### src/rtl/seq_slice_adder_pkg.sv
// Shared types and elaboration helpers for the slice-serial adder.
package seq_slice_adder_pkg;

  typedef enum logic [1:0] {
    IDLE,
    RUN,
    DONE
  } state_t;

  function automatic int unsigned calc_nslice(input int unsigned width, input int unsigned chunk);
    return width / chunk;
  endfunction

  // Index register width; a single-slice build still needs one bit.
  function automatic int unsigned idx_width(input int unsigned nslice);
    return (nslice <= 1) ? 1 : $clog2(nslice);
  endfunction

endpackage

### src/rtl/seq_slice_adder_slice_adder.sv
// Combinational CHUNK-bit adder with carry in and carry out.
module slice_adder #(
  parameter int unsigned CHUNK = 4
) (
  input  logic [CHUNK-1:0] a_s,
  input  logic [CHUNK-1:0] b_s,
  input  logic             c_i,
  output logic [CHUNK-1:0] s,
  output logic             c_o
);

  assign {c_o, s} = (CHUNK+1)'(a_s) + (CHUNK+1)'(b_s) + (CHUNK+1)'(c_i);

endmodule

### src/rtl/seq_slice_adder.sv
// Multi-cycle adder: sums CHUNK bits per clock through a registered carry.
// Optional ADDSUB_EN macro adds a 'sub' port selecting a - b.
module seq_slice_adder
  import seq_slice_adder_pkg::*;
#(
  parameter int unsigned WIDTH = 32,
  parameter int unsigned CHUNK = 4
) (
  input  logic             clk,
  input  logic             rst_n,
  input  logic             in_valid,
  output logic             in_ready,
  input  logic [WIDTH-1:0] a,
  input  logic [WIDTH-1:0] b,
  input  logic             cin,
`ifdef ADDSUB_EN
  input  logic             sub,
`endif
  output logic             out_valid,
  input  logic             out_ready,
  output logic [WIDTH-1:0] sum,
  output logic             cout
);

  localparam int unsigned NSLICE = calc_nslice(WIDTH, CHUNK);
  localparam int unsigned IW     = idx_width(NSLICE);
  localparam logic [IW-1:0] LAST = IW'(NSLICE - 1);

  state_t           state_q;
  logic [IW-1:0]    idx_q;
  logic             carry_q;
  logic [WIDTH-1:0] a_q;
  logic [WIDTH-1:0] b_q;
  logic [WIDTH-1:0] sum_q;
  logic             cout_q;
  logic             out_valid_q;

  logic [WIDTH-1:0] b_d;
  logic             carry_d;
  logic [CHUNK-1:0] a_s;
  logic [CHUNK-1:0] b_s;
  logic [CHUNK-1:0] s;
  logic             c_o;

  // Subtraction is folded into the latched operand: a + ~b + 1.
  always_comb begin
    b_d     = b;
    carry_d = cin;
`ifdef ADDSUB_EN
    if (sub) begin
      b_d     = ~b;
      carry_d = 1'b1;
    end
`endif
  end

  assign a_s = a_q[idx_q * CHUNK +: CHUNK];
  assign b_s = b_q[idx_q * CHUNK +: CHUNK];

  slice_adder #(
    .CHUNK(CHUNK)
  ) u_slice (
    .a_s(a_s),
    .b_s(b_s),
    .c_i(carry_q),
    .s  (s),
    .c_o(c_o)
  );

  assign in_ready  = (state_q == IDLE) || ((state_q == DONE) && out_ready);
  assign out_valid = out_valid_q;
  assign sum       = sum_q;
  assign cout      = cout_q;

  always_ff @(posedge clk or negedge rst_n) begin
    if (!rst_n) begin
      state_q     <= IDLE;
      idx_q       <= '0;
      carry_q     <= 1'b0;
      a_q         <= '0;
      b_q         <= '0;
      sum_q       <= '0;
      cout_q      <= 1'b0;
      out_valid_q <= 1'b0;
    end else if (in_valid && in_ready) begin
      // Covers both IDLE and the consume-and-reload cycle in DONE.
      a_q         <= a;
      b_q         <= b_d;
      carry_q     <= carry_d;
      idx_q       <= '0;
      sum_q       <= '0;
      cout_q      <= 1'b0;
      out_valid_q <= 1'b0;
      state_q     <= RUN;
    end else begin
      case (state_q)
        IDLE: ;
        RUN: begin
          sum_q[idx_q * CHUNK +: CHUNK] <= s;
          carry_q                       <= c_o;
          idx_q                         <= idx_q + 1'b1;
          if (idx_q == LAST) begin
            cout_q      <= c_o;
            out_valid_q <= 1'b1;
            idx_q       <= '0;
            state_q     <= DONE;
          end
        end
        DONE: begin
          if (out_ready) begin
            out_valid_q <= 1'b0;
            state_q     <= IDLE;
          end
        end
        default: state_q <= IDLE;
      endcase
    end
  end

endmodule

### config.mk
export PLATFORM = sky130hd
export DESIGN_NAME = seq_slice_adder
export DESIGN_NICKNAME = d
export VERILOG_FILES = /design/src/rtl/seq_slice_adder_pkg.sv /design/src/rtl/seq_slice_adder_slice_adder.sv /design/src/rtl/seq_slice_adder.sv
export SDC_FILE = /design/constraint.sdc
export NUM_CORES = 1
export LEC_CHECK = 0
export ABC_AREA = 0
export ABC_CLOCK_PERIOD_IN_PS = 3700
export BUFFER_PORTS_ARGS = -buffer_cell sky130_fd_sc_hd__buf_2
export CORE_UTILIZATION = 50
export CTS_CLUSTER_SIZE = 24
export DETAILED_ROUTE_END_ITERATION = 12
export PLACE_DENSITY = 0.75
export SLEW_MARGIN = 20
export SYNTH_ARGS = -nofsm -noshare
export SYNTH_HDL_FRONTEND = slang
export SYNTH_HIERARCHICAL = 1
export SYNTH_SLANG_ARGS = --single-unit
### constraint.sdc
create_clock -name clk -period 3.7 [get_ports clk]
set_clock_uncertainty 0.2 [all_clocks]
set_input_delay 0.37 -clock clk [delete_from_list [all_inputs] [get_ports clk]]
set_output_delay 0.37 -clock clk [all_outputs]
set_load 0.1 [all_outputs]
==> out/qor.txt <==
status = finished clean
first-pass GRT wire length = 18.0 mm
fraction of layout cells with a size suffix above 1 = 44.5%
Max-Slew Margin vs Limit = 50.4%
register area share after synthesis = 50.3%
Hold Fails Final Rpt = 0
Post-synth EDFFs = 0
Skew-Pair Late Insertion Delay = 370 ps
WS Path Type = flop to flop
DRC = 0
Max-cap violations = 0
Final Max Slew Viols = 0
I/O pin total = 104
fin nets = 577
Total Routing Usage GR = 21.3%
Worst Setup End Kind = flop
# rows = 36
worst-path maximum fanout = 8
Async S/R FF share, synth = 100%
Root Driver = clkbuf_8
Required @ worst endpoint = 3800 ps
worst slew pin tran = 742 ps
die width = 104 microns
hold depth = 2
clock-pin slew on the worst setup and hold paths = 110 ps
startpoint types = flop
Cell variety after synth = 39
Fin Setup TNS = 0 ps
largest net degree at the start of global routing = 81
Starting DRT DRC Count = 147
worst hold path type = primary input to flop
leading area contributor after synthesis = dfrtp_1
top-area cell type share of the netlist area = 50.3%
clock buffer depth = 2
Post-Syn Nets = 477
core region area = 0.00991 sq mm
n_diodes = 0
syn avg cell area = 13.1 sq um
Synth Register Bits = 104
period utilization = 89.3%
initial antenna violation count = 0
fillers = 826
most frequent cell after synthesis = dfrtp_1
synth top area cells = dfrtp_1, mux2_2, mux4_2, mux2i_1, o21ai_0
synthesized area = 0.00517 sq mm
htree depth = 3
total number of vias = 3483
clk sinks = 104
Overflow after GRT = 0
Die H = 104 microns
Detail Route Antenna Nets = 0
CTS tree = done
Final HPWL DP = 7.89 mm
Worst Reg-to-Reg Cells = 11
Num CTS Buffers = 9
Post-Route WL = 10.7 mm
DRT Pass-1 Iters = 4
Post CTS Setup Buffer Count = 0
ys flop type = dfrtp_1
crit path DAT = 3410 ps
fmax = 0.302 GHz
top cells by instance count after synthesis = dfrtp_1, mux2_2, o21ai_0
Initial Util = 52.2%
RSZ-0062 raised after global routing = false
wire per inst = 16.9 microns
Period minus WS final = 3310 ps
Syn Inst Count = 396
placer's final routability congestion estimate = 0.778
vias per inst = 5.49
area grow syn2layout = 15.9%
full die area = 0.0108 sq mm
vias in the first global route = 3585
synth warn = 6
final core area utilization = 60.5%
port bufs = 103
Final setup viols = 0
-- worst paths after layout --
| kind | start | endpoint | slack (ps) |
|---|---|---|---|
| min in group asynchronous | rst_n | sum[24] | 310 |
| setup reg to reg | idx_q[0] | sum[31] | 390 |
| setup / recovery | idx_q[0] | sum[31] | 390 |
| hold reg to reg | a_q[14] | a_q[14] | 310 |
| hold / removal | a[13] | a_q[13] | 20 |
| max in group asynchronous | rst_n | b_q[22] | 2140 |
-- critical path, cell delays in order (launching register included) --
cell	delay [ps]
dfrtp_1	590
buf_4	240
mux4_2	530
nand2_1	100
nand2_1	70
ha_1	290
a21o_1	200
a21oi_2	160
xnor2_1	150
nor2b_1	370
o211ai_1	170
mux2i_1	170
-- cell type report --
class	count	area (sq um)	area share (%)
repair buffers	115	636	10.6
clock inverters	7	53.8	0.898
clock buffers	9	124	2.07
multi-input cells	254	2370	39.5
inverters	12	45.0	0.751
well taps	133	166	2.78
flip-flops and latches	104	2600	43.4
-- repair_timing --
| item | CTS | global route |
|---|---|---|
| hold buffers | 1 | 0 |
| setup endpoints to repair | 0 | 0 |
| endpoints found under the hold margin | 5 | 0 |
| gates resized for setup | 0 | 0 |
-- cells by family (layout without fill, tap and decap cells) --
family / count (synthesis) / count (layout) / share of synthesized area, %
AO/OA/AOI/OAI: 60 / 60 / 6.87
XOR/XNOR: 2 / 2 / 0.339
adder cells (fa/ha/maj): 12 / 12 / 3.19
buffers and inverters: 38 / 143 / 3.90
flip-flops: 104 / 104 / 50.3
multiplexers: 110 / 110 / 27.1
AND/OR/NAND/NOR: 70 / 70 / 8.30
-- layer usage --
layer | up-vias | wire length (microns) | track usage (%)
met5 | - | 0 | 0
met1 | 1755 | 4750 | 28.0
met4 | 0 | 137 | 6.02
met3 | 10 | 466 | 4.97
li1 | 1629 | - | -
met2 | 89 | 5390 | 35.3
-- placed cells by master, fill, tap and decap left out, drive strengths merged, types with 4 or more instances in the layout --
| cell type | synthesis | routed |
|---|---|---|
| buf | 19 | 114 |
| dfrtp | 104 | 104 |
| mux2 | 64 | 64 |
| o21ai | 37 | 37 |
| nand2 | 35 | 35 |
| mux2i | 30 | 30 |
| mux4 | 16 | 16 |
| o211ai | 14 | 14 |
| inv | 11 | 13 |
| ha | 10 | 10 |
| clkbuf | 7 | 9 |
| nor2b | 8 | 8 |
| a21oi | 6 | 6 |
| nand4 | 5 | 5 |
| nand2b | 4 | 4 |
| clkinv | 1 | 4 |
-- flip-flops by register name (all words and copies together) (netlist names) --
signal     count
a_q           32
b_q           32
carry_q        1
cout           1
idx_q          3
out_valid      1
state_q        2
sum           32
-- through the flow --
| stage | instances | hold WS, ps | area [sq um] | setup slack, ps |
|---|---|---|---|---|
| 5_1_grt | 634 | 6.53 | 5990 | 159 |
| 3_5_place_dp | 616 | 294 | 5790 | 402 |
| 2_1_floorplan | 396 | -126 | 5170 | 599 |
| 6_report | 634 | 20.3 | 5990 | 394 |
| 3_3_place_gp | 616 | 285 | 5790 | 469 |
| 4_1_cts | 633 | 8.89 | 5970 | 376 |
Power is not shown: default switching activity piles up to over one toggle a cycle in this logic, so the estimate is an artifact.
